## config.mk

```make
export PLATFORM = sky130hd
export DESIGN_NAME = prog_loader_flat
export DESIGN_NICKNAME = d
export VERILOG_FILES = /design/src/rtl/loader_pkg.sv /design/src/rtl/prog_loader_if.sv /design/src/rtl/prog_loader_word_asm.sv /design/src/rtl/prog_loader.sv /design/src/flat_wrapper.sv
export SDC_FILE = /design/constraint.sdc
export NUM_CORES = 1
export LEC_CHECK = 0
export ABC_AREA = 1
export BUFFER_PORTS_ARGS = -buffer_cell sky130_fd_sc_hd__buf_2
export CORE_UTILIZATION = 45
export CTS_CLUSTER_DIAMETER = 40
export DETAILED_ROUTE_END_ITERATION = 7
export GPL_TIMING_DRIVEN = 0
export PLACE_DENSITY = 0.71
export SKIP_CTS_REPAIR_TIMING = 1
export SYNTH_ARGS = -nofsm -noshare
export SYNTH_HDL_FRONTEND = slang
export SYNTH_SLANG_ARGS = --single-unit
```

## constraint.sdc

```tcl
create_clock -name clk -period 3 [get_ports clk]
set_input_delay 0.6 -clock clk [delete_from_list [all_inputs] [get_ports clk]]
set_output_delay 0.6 -clock clk [all_outputs]
set_load 0.01 [all_outputs]
```

## src/rtl/loader_pkg.sv

```systemverilog
// Shared definitions for the program loader.
//   state_e       : loader FSM states (CHECK exists only when LOADER_CHECKSUM_EN
//                   is defined)
//   HDR_LEN_BYTES : length of the little-endian word-count header
//   CSUM_W        : width of the checksum byte (also the stream byte width)
// Optional feature macro: LOADER_CHECKSUM_EN
package loader_pkg;

   localparam int unsigned HDR_LEN_BYTES = 2;
   localparam int unsigned CSUM_W        = 8;

   typedef enum logic [2:0] {
      S_IDLE,
      S_LEN_LO,
      S_LEN_HI,
      S_COLLECT,
      S_WRITE,
      S_DONE
`ifdef LOADER_CHECKSUM_EN
      , S_CHECK
`endif
   } state_e;

endpackage

```

## src/rtl/prog_loader_if.sv

```systemverilog
// Bundle of the loader's control, byte-stream and instruction-memory signals.
//   master : stream/control source side (drives start, byte_valid, byte_data)
//   slave  : the loader itself (drives byte_ready, im_*, core_hold, busy,
//            done, err)
interface prog_loader_if;

   logic        start;
   logic        byte_valid;
   logic [7:0]  byte_data;
   logic        byte_ready;
   logic        im_wr;
   logic [31:0] im_addr;
   logic [31:0] im_data;
   logic        core_hold;
   logic        busy;
   logic        done;
   logic        err;

   modport master (
      output start, byte_valid, byte_data,
      input  byte_ready, im_wr, im_addr, im_data, core_hold, busy, done, err
   );

   modport slave (
      input  start, byte_valid, byte_data,
      output byte_ready, im_wr, im_addr, im_data, core_hold, busy, done, err
   );

endinterface

```

## src/rtl/prog_loader_word_asm.sv

```systemverilog
// word_asm: gathers four stream bytes into one little-endian 32-bit word.
//   clk, rst : clock, async active-high reset
//   clr_i    : drop any partial word and restart at byte 0
//   shift_i  : a byte transfer happened this cycle
//   byte_i   : the transferred byte
//   word_o   : assembled word (first byte in bits [7:0])
//   full_o   : this transfer is the 4th byte of the word
module word_asm
   import loader_pkg::*;
(
   input  logic              clk,
   input  logic              rst,
   input  logic              clr_i,
   input  logic              shift_i,
   input  logic [CSUM_W-1:0] byte_i,
   output logic [31:0]       word_o,
   output logic              full_o
);

   logic [1:0]  cnt_q, cnt_d;
   logic [31:0] word_q, word_d;

   // Shifting in from the top leaves the first byte in [7:0] after four shifts.
   always_comb begin
      cnt_d  = cnt_q;
      word_d = word_q;
      if (clr_i) begin
         cnt_d = '0;
      end else if (shift_i) begin
         word_d = {byte_i, word_q[31:CSUM_W]};
         cnt_d  = cnt_q + 2'd1;
      end
   end

   always_ff @(posedge clk or posedge rst) begin
      if (rst) begin
         cnt_q  <= '0;
         word_q <= '0;
      end else begin
         cnt_q  <= cnt_d;
         word_q <= word_d;
      end
   end

   assign word_o = word_q;
   assign full_o = shift_i && !clr_i && (cnt_q == 2'd3);

endmodule

```

## src/rtl/prog_loader.sv

```systemverilog
// prog_loader: receives a length-prefixed byte stream and writes it word by
// word into instruction memory while holding the core.
//   clk, rst : clock, async active-high reset
//   bus      : prog_loader_if.slave (start, byte stream, im write port,
//              core_hold, busy, done, err)
// Parameters: BASE_ADDR (byte address of word 0), DEPTH_WORDS (capacity).
// Optional feature macro: LOADER_CHECKSUM_EN (trailing XOR checksum byte).
//
// state   | meaning
// --------+------------------------------------------------------------
// IDLE    | waiting for start
// LEN_LO  | accepting low byte of word count N
// LEN_HI  | accepting high byte of N; N==0 or N>DEPTH_WORDS ends the load
// COLLECT | accepting the 4 bytes of the current word
// WRITE   | one-cycle instruction memory write
// CHECK   | accepting the checksum byte (LOADER_CHECKSUM_EN only)
// DONE    | one-cycle completion pulse
module prog_loader
   import loader_pkg::*;
#(
   parameter logic [31:0] BASE_ADDR   = 32'h0000_0000,
   parameter int unsigned DEPTH_WORDS = 256
) (
   input  logic         clk,
   input  logic         rst,
   prog_loader_if.slave bus
);

   localparam int unsigned IDX_W = $clog2(DEPTH_WORDS + 1);
   localparam int unsigned LEN_W = 8 * HDR_LEN_BYTES;

   state_e           state_q, state_d;
   logic [LEN_W-1:0] len_q, len_d;
   logic [IDX_W-1:0] idx_q, idx_d;
   logic             err_q, err_d;
   logic             byte_rdy;
   logic             xfer;
   logic             asm_full;
   logic [31:0]      asm_word;
   logic [LEN_W-1:0] n_hdr;
   logic             idx_last;
`ifdef LOADER_CHECKSUM_EN
   logic [CSUM_W-1:0] csum_q, csum_d;
`endif

   assign byte_rdy = (state_q == S_LEN_LO) || (state_q == S_LEN_HI) ||
`ifdef LOADER_CHECKSUM_EN
                     (state_q == S_CHECK) ||
`endif
                     (state_q == S_COLLECT);
   assign xfer     = byte_rdy && bus.byte_valid;
   assign n_hdr    = {bus.byte_data, len_q[7:0]};
   assign idx_last = (LEN_W'(idx_q) + LEN_W'(1)) == len_q;

   // The assembler is held clear in IDLE so every load starts on byte 0.
   word_asm u_word_asm (
      .clk     (clk),
      .rst     (rst),
      .clr_i   (state_q == S_IDLE),
      .shift_i (xfer && (state_q == S_COLLECT)),
      .byte_i  (bus.byte_data),
      .word_o  (asm_word),
      .full_o  (asm_full)
   );

   always_comb begin
      state_d = state_q;
      len_d   = len_q;
      idx_d   = idx_q;
      err_d   = err_q;
`ifdef LOADER_CHECKSUM_EN
      csum_d  = csum_q;
`endif
      unique case (state_q)
         S_IDLE: begin
            if (bus.start) begin
               state_d = S_LEN_LO;
               err_d   = 1'b0;
               idx_d   = '0;
`ifdef LOADER_CHECKSUM_EN
               csum_d  = '0;
`endif
            end
         end
         S_LEN_LO: begin
            if (xfer) begin
               len_d   = {{(LEN_W-8){1'b0}}, bus.byte_data};
               state_d = S_LEN_HI;
            end
         end
         S_LEN_HI: begin
            if (xfer) begin
               len_d = n_hdr;
               if (n_hdr == '0) begin
                  state_d = S_DONE;
               end else if (32'(n_hdr) > DEPTH_WORDS) begin
                  state_d = S_DONE;
                  err_d   = 1'b1;
               end else begin
                  state_d = S_COLLECT;
               end
            end
         end
         S_COLLECT: begin
`ifdef LOADER_CHECKSUM_EN
            if (xfer) csum_d = csum_q ^ bus.byte_data;
`endif
            if (asm_full) state_d = S_WRITE;
         end
         S_WRITE: begin
            idx_d = idx_q + IDX_W'(1);
            if (idx_last) begin
`ifdef LOADER_CHECKSUM_EN
               state_d = S_CHECK;
`else
               state_d = S_DONE;
`endif
            end else begin
               state_d = S_COLLECT;
            end
         end
`ifdef LOADER_CHECKSUM_EN
         S_CHECK: begin
            if (xfer) begin
               if (bus.byte_data != csum_q) err_d = 1'b1;
               state_d = S_DONE;
            end
         end
`endif
         S_DONE: state_d = S_IDLE;
         default: state_d = S_IDLE;
      endcase
   end

   always_ff @(posedge clk or posedge rst) begin
      if (rst) begin
         state_q <= S_IDLE;
         len_q   <= '0;
         idx_q   <= '0;
         err_q   <= 1'b0;
`ifdef LOADER_CHECKSUM_EN
         csum_q  <= '0;
`endif
      end else begin
         state_q <= state_d;
         len_q   <= len_d;
         idx_q   <= idx_d;
         err_q   <= err_d;
`ifdef LOADER_CHECKSUM_EN
         csum_q  <= csum_d;
`endif
      end
   end

   assign bus.byte_ready = byte_rdy;
   assign bus.im_wr      = (state_q == S_WRITE);
   assign bus.im_addr    = (state_q == S_WRITE) ? (BASE_ADDR + (32'(idx_q) << 2)) : 32'h0;
   assign bus.im_data    = (state_q == S_WRITE) ? asm_word : 32'h0;
   assign bus.busy       = (state_q != S_IDLE);
   // The core stays held during reset itself, not only while loading.
   assign bus.core_hold  = rst || (state_q != S_IDLE);
   assign bus.done       = (state_q == S_DONE);
   assign bus.err        = err_q;

endmodule

```

## src/flat_wrapper.sv

```systemverilog
// flat-port wrapper written by rule: the top's interface ports become plain ports
module prog_loader_flat import loader_pkg::*;
#(
   parameter logic [31:0] BASE_ADDR   = 32'h0000_0000,
   parameter int unsigned DEPTH_WORDS = 256
)
  (clk, rst, bus_start, bus_byte_valid, bus_byte_data, bus_byte_ready, bus_im_wr, bus_im_addr, bus_im_data, bus_core_hold, bus_busy, bus_done, bus_err);
  prog_loader_if bus_i ();
  input  logic clk;
  input  logic rst;
  input wire logic [$bits(bus_i.start)-1:0] bus_start;
  input wire logic [$bits(bus_i.byte_valid)-1:0] bus_byte_valid;
  input wire logic [$bits(bus_i.byte_data)-1:0] bus_byte_data;
  output wire logic [$bits(bus_i.byte_ready)-1:0] bus_byte_ready;
  output wire logic [$bits(bus_i.im_wr)-1:0] bus_im_wr;
  output wire logic [$bits(bus_i.im_addr)-1:0] bus_im_addr;
  output wire logic [$bits(bus_i.im_data)-1:0] bus_im_data;
  output wire logic [$bits(bus_i.core_hold)-1:0] bus_core_hold;
  output wire logic [$bits(bus_i.busy)-1:0] bus_busy;
  output wire logic [$bits(bus_i.done)-1:0] bus_done;
  output wire logic [$bits(bus_i.err)-1:0] bus_err;
  assign bus_i.start = bus_start;
  assign bus_i.byte_valid = bus_byte_valid;
  assign bus_i.byte_data = bus_byte_data;
  assign bus_byte_ready = bus_i.byte_ready;
  assign bus_im_wr = bus_i.im_wr;
  assign bus_im_addr = bus_i.im_addr;
  assign bus_im_data = bus_i.im_data;
  assign bus_core_hold = bus_i.core_hold;
  assign bus_busy = bus_i.busy;
  assign bus_done = bus_i.done;
  assign bus_err = bus_i.err;
  prog_loader #(.BASE_ADDR(BASE_ADDR), .DEPTH_WORDS(DEPTH_WORDS)) u_core (.clk(clk), .rst(rst), .bus(bus_i));
endmodule
```

==> metrics.csv, run 1 <==
metric,value,unit
Max Clock Skew,0.00897,ns
sequential share of the synthesized area,46.1,%
vias in the first global route,2868,
nets,567,
switching share of power,40.5,%
critical path's slowest cell,dfrtp_1,
die width,89.2,µm
Synth area leaders,"dfrtp_1 46%, nand2_1 10%, inv_1 7.9%",
layout cell share with drive strength beyond 1,22.4,%
most frequent cells in the layout,"92 x nand2_1, 71 x inv_1, 63 x dfrtp_1, 62 x buf_2, 61 x nor2_1",
DPL Wire Length,6.17,mm
Hold Slack,0.254,ns
Rows,31,
total power,3.53,mW
Leak Pwr,2.21,nW
slack of the critical path,0.308,ns
# setup viols final,0,
area post-placement,3960,µm²
Pint,2.10,mW
post-synth top area share,46.1,%
Synth area leader,dfrtp_1,
most frequent CP cell,nor2_1,
switching power total,1.43,mW
number of max-cap violations,0,
synth warn,0,
clk slew on worst S/H paths,0.08,ns
Clock H-tree levels,3,
RSZ-0062 raised after global routing,false,
post-synthesis cell count,460,
Slew headroom,65.4,%
drt wl/cell,12.7,µm
VDD IR max,0.532,mV
M2 GR Usage,36.8,%
"most common cell after layout, fill and taps aside",nand2_1,
Die H,89.2,µm
I/O Buffers,58,
met1 global-route usage,30.6,%
actual slew at the worst max-slew pin,0.520,ns
drt drc,0,
setup TNS,0,ns
first-pass GRT wire length,13.6,mm
CP Cell Sequence,nor2_1 -> inv_1 -> nor2_4 -> inv_2 -> clkbuf_1 -> nor2_1 -> buf_2,
Max Root-Sink Buffers,2,
clock share of power,24.2,%
sink count of the clock tree,63,
routing usage on met3,4.99,%
GRT Max-Usage Layer,met2,
Final Cycle Share,89.7,%
CTS tree,built,
initial antenna violation count,0,
CTS Buf Count,9,
synthesized area,3420,µm²
1st-pass router iterations,5,
Crit path arrival time,2.09,ns
sequential power share,39.3,%
Post-Place Worst Slack,0.680,ns
final instance area,4190,µm²
fill cell count,717,
CTS root buffer,clkbuf_8,
Final Hold Viols,0,
DRT Wirelength,8.35,mm
CP Class,register to primary output,
GP Congestion,0.958,
Crit Path Max Fanout,10,
element type at the critical path end,primary output,
post-route ant nets,0,
Iteration-0 DRC Markers,166,
Synth-to-Final Area Change,22.5,%
top cell family by delay on the critical path,buffers and inverters,
combinational share of power,36.5,%
largest net degree at the start of global routing,25,
Slew Limit Fails,0,
Cell variety after synth,26,
Pwr Density,844,nW/µm²
Via Count,3113,
"Req. time, crit path",2.40,ns
worst hold path type,primary input to async pin,
GRT Total Usage,23.0,%
Crit path largest cell delay,0.44,ns
initial cell density of the core,46.9,%
synthesis-stage register bit count,63,
die area,7950,µm²
Max Freq,371,MHz
run status,"complete, no violations",
area of the core,7290,µm²
Worst Path Buf+Inv,4,
fin crit period,2.69,ns
grt ovf,0,
Ports,82,
crit start category,register,
Antenna diodes,0,
via/cell ratio,4.74,
Mean Syn Cell Area,7.43,µm²
worst-skew pair later-pin latency,0.34,ns
per-stage QoR:
step,cells,utilization (%)
after floorplan,482,-
after global placement,639,53.7
after detailed placement,641,54.4
after CTS,657,57.5
after global routing,657,57.5
final,657,57.5
layer usage:
layer	part of all wire [%]	vias to the layer above
met1	46	1410
met5	0	-
met2	47	114
met3	6.0	6
met4	0.97	0
li1	-	1583
sequential cells by signal, indices dropped and copies added, names as in the netlist:
register	flops
u_core.bus.err	1
u_core.idx_q	9
u_core.len_q	16
u_core.state_q	3
u_core.u_word_asm.cnt_q	2
u_core.u_word_asm.word_o	32
worst register-to-register path, stage by stage, from the launching register on:
cell and delay, ns:
dfrtp_1 0.49, ha_1 0.26, nand2_2 0.11, nor2_4 0.16, nand3_1 0.13, nand3_2 0.10
nand3_2 0.09, nor2_2 0.12, nand3_1 0.10, nand2_1 0.08, nand2_1 0.05, nand2_1 0.07
nand2_1 0.05
worst paths after layout:
check	start	end	slack, ns	depth (start not counted)
setup / recovery	u_core.state_q[1]	bus_im_data[22]	0.31	7
max in group asynchronous	rst	u_core.idx_q[7]	2.08	4
hold / removal	rst	u_core.idx_q[3]	0.25	2
min in group clk	u_core.len_q[1]	u_core.len_q[1]	0.49	2
hold reg to reg	u_core.len_q[1]	u_core.len_q[1]	0.49	2
setup reg to reg	u_core.idx_q[0]	u_core.state_q[1]	1.09	12
area by class of cell:
class                   count  area [µm²]  area share, %
inverters                  79         297           7.08
clock inverters             7         103           2.45
multi-input cells         303        1400           33.4
clock buffers               9         124           2.96
plain buffers              37         230           5.49
repair buffers             60         338           8.06
well taps                  99         124           2.96
flip-flops and latches     63        1580           37.6
cells by family after synthesis:
logic type,Yosys count,share of synthesized area (%)
buffers and inverters,116,15.4
AND/OR/NAND/NOR,209,26.7
adder cells (fa/ha/maj),2,0.732
AO/OA/AOI/OAI,67,10.1
flip-flops,63,46.1
other,1,0.110
XOR/XNOR,2,0.915
power by group through the flow:
| stage | Clock [mW] | Sequential [mW] | Combinational, mW |
|---|---|---|---|
| final | 0.855 | 1.39 | 1.29 |
| after global routing | 0.910 | 1.43 | 1.49 |
| after CTS | 0.871 | 1.38 | 1.30 |
| after detailed placement | 0 | 1.40 | 1.28 |
| after global placement | 0 | 1.38 | 1.25 |
| after floorplan | 0 | 1.34 | 0.967 |
synth_stat cells:
master / instances
xor2_1: 1
ha_1: 2
o21ai_0: 14
nor2_4: 3
a21oi_1: 2
nand3_1: 30
nand2_2: 3
inv_1: 72
nor2_2: 4
conb_1: 1
nand3_2: 4
buf_4: 23
a31oi_1: 1
nor4_1: 1
buf_2: 4
and3_1: 1
nand2_1: 92
inv_2: 7
xnor3_1: 1
nor2_1: 61
nor3_1: 4
nand4_1: 6
o21ai_1: 44
clkbuf_1: 10
dfrtp_1: 63
o22ai_1: 6
No activity file was read; power rests on OpenSTA's default activity.
==> run 2, diff against run 1 <==
--- a/config.mk
+++ b/config.mk
@@ -10,7 +10,6 @@
 export CORE_UTILIZATION = 45
 export CTS_CLUSTER_DIAMETER = 40
 export DETAILED_ROUTE_END_ITERATION = 7
-export GPL_TIMING_DRIVEN = 0
 export PLACE_DENSITY = 0.71
 export SKIP_CTS_REPAIR_TIMING = 1
 export SYNTH_ARGS = -nofsm -noshare
==> metrics.csv, run 2 (synthesis results as in run 1) <==
metric,value,unit,change
CP Cell Sequence,nor2_1 -> inv_1 -> nor2_4 -> inv_2 -> nor2_1 -> buf_2,,
combinational share of power,36.3,%,-0.2 points
switching power total,1.31,mW,-8.3%
post-route ant nets,0,,unchanged
Final Cycle Share,84.3,%,-5.4 points
flop2flop setup slack,1.09,ns,about the same
Max Root-Sink Buffers,2,,unchanged
Via Count,2958,,-5.0%
"most common cell after layout, fill and taps aside",nand2_1,,
initial antenna violation count,0,,unchanged
initial cell density of the core,46.9,%,unchanged
Max Clock Skew,0.00629,ns,-0.00268 ns
Worst Path Buf+Inv,3,,-1
crit start category,register,,
element type at the critical path end,primary output,,
cells on worst reg2reg path,12,,unchanged
setup TNS,0,ns,unchanged
RSZ-0062 raised after global routing,false,,
Die H,89.2,µm,unchanged
# setup viols final,0,,unchanged
critical path's slowest cell,dfrtp_1,,
Crit path arrival time,1.93,ns,-0.16 ns
Crit Path Max Fanout,46,,+36
Ports,82,,unchanged
Synth-to-Final Area Change,14.1,%,
Crit path largest cell delay,0.42,ns,-0.02 ns
first-pass GRT wire length,11.8,mm,-13%
1st-pass router iterations,4,,-1
Rows,31,,unchanged
area of the core,7290,µm²,unchanged
most frequent cells in the layout,"91 x nand2_1, 71 x inv_1, 63 x dfrtp_1, 61 x nor2_1, 58 x buf_2",,
CP Class,register to primary output,,
I/O Buffers,58,,unchanged
CTS tree,built,,
worst hold path type,register to register,,
die width,89.2,µm,unchanged
Slew Limit Fails,0,,unchanged
FF-to-FF Start,u_core.idx_q[0],,
CTS Buf Count,9,,unchanged
VDD IR max,0.415,mV,-22%
DPL Wire Length,5.27,mm,-15%
fin crit period,2.53,ns,-0.162 ns
GRT Total Usage,19.6,%,-3.3 points
sink count of the clock tree,63,,unchanged
Pwr Density,851,nW/µm²,+0.92%
worst setup path startpoint,u_core.state_q[0],,
clock share of power,22.2,%,-2.0 points
actual slew at the worst max-slew pin,0.804,ns,+0.285 ns
total power,3.32,mW,-6.0%
Leak Pwr,2.04,nW,-7.8%
Slew headroom,46.4,%,-19 points
switching share of power,39.5,%,-0.99 points
Pint,2.01,mW,-4.5%
capturing point of the worst reg2reg path,u_core.state_q[1],,
drt drc,0,,unchanged
clk slew on worst S/H paths,0.06,ns,-0.02 ns
max reg flops,32,,unchanged
Iteration-0 DRC Markers,163,,-1.8%
layout cell share with drive strength beyond 1,18.7,%,-3.7 points
worst-skew pair later-pin latency,0.33,ns,about the same
via/cell ratio,4.78,,+0.85%
sequential power share,41.5,%,+2.2 points
largest net degree at the start of global routing,68,,+170%
run status,"complete, no violations",,
Antenna diodes,0,,unchanged
vias in the first global route,2637,,-8.1%
GP Congestion,0.947,,-1.1%
Hold Path Stages,2,,
number of max-cap violations,0,,unchanged
drt wl/cell,11.7,µm,-7.8%
top cell family by delay on the critical path,simple AND/OR/NAND/NOR gates,,
worst hold endpoint,u_core.len_q[1],,
nets,530,,-6.5%
Clock H-tree levels,3,,unchanged
CTS root buffer,clkbuf_8,,
most frequent CP cell,nor2_1,,
"Req. time, crit path",2.40,ns,about the same
DRT Wirelength,7.25,mm,-13%
die area,7950,µm²,unchanged
hold path startpoint,u_core.len_q[1],,
Final Hold Viols,0,,unchanged
Max Freq,395,MHz,+6.4%
grt ovf,0,,unchanged
-- run 2: cell types whose count changed in the layout (fill, tap and decap cells not counted), sizes merged --
| cell | previous run | this run |
|---|---|---|
| bufinv | 2 | 1 |
| clkbuf | 19 | 12 |
| buf | 87 | 60 |
| inv | 82 | 79 |
-- run 2: how the worst max path moves through the flow --
| stage | to | depth (start not counted) |
|---|---|---|
| 3_5_place_dp | bus_im_data[24] | 6 |
| 4_1_cts | bus_im_data[24] | 6 |
| 6_report | bus_im_data[24] | 6 |
| 2_1_floorplan | bus_core_hold | 2 |
| 5_1_grt | bus_im_data[16] | 6 |
| 3_3_place_gp | bus_im_data[29] | 6 |
-- run 2: power groups by stage --
stage,clock [mW],sequential (mW),combinational (mW)
5_1_grt,0.784,1.41,1.40
3_5_place_dp,0,1.39,1.21
4_1_cts,0.753,1.38,1.22
3_3_place_gp,0,1.38,1.18
2_1_floorplan,0,1.34,0.967
6_report,0.739,1.38,1.20
-- run 2: worst register-to-register path, stage by stage (launching register included) --
cell     delay (ns)
dfrtp_1        0.49
ha_1           0.25
nand2_2        0.11
nor2_4         0.17
nand3_1        0.14
nand3_1        0.12
nand3_2        0.07
nor2_2         0.13
nand3_1        0.10
nand2_1        0.07
nand2_1        0.05
nand2_1        0.06
nand2_1        0.05
-- run 2: per-stage QoR --
stage / setup WS [ns] / utilization, % / cell area [µm²] / std cells / hold slack [ns]
2_1_floorplan: 0.193 / - / 3500 / 482 / 0.453
3_3_place_gp: 0.864 / 50.8 / 3700 / 604 / 0.471
3_5_place_dp: 0.810 / 50.8 / 3700 / 604 / 0.477
4_1_cts: 0.447 / 53.5 / 3900 / 619 / 0.492
5_1_grt: 0.246 / 53.5 / 3900 / 619 / 0.498
6_report: 0.470 / 53.5 / 3900 / 619 / 0.488
-- run 2: area by class of cell --
cell class	count	area [µm²]
Timing Repair Buffer	60	305
Clock buffer	12	155
Tap cell	99	124
Clock inverter	3	42.5
Sequential cell	63	1580
Inverter	79	297
Fill cell	715	3390
Multi-Input combinational cell	303	1400
-- run 2: layer usage --
layer | global-route usage [%] | part of all wire, % | wire length, µm | vias to the layer above
met5 | 0 | 0 | 0 | -
met1 | 26.7 | 49 | 3530 | 1365
li1 | - | - | - | 1502
met3 | 3.14 | 4.7 | 342 | 6
met2 | 30.9 | 45 | 3290 | 85
met4 | 9.24 | 1.3 | 94 | 0
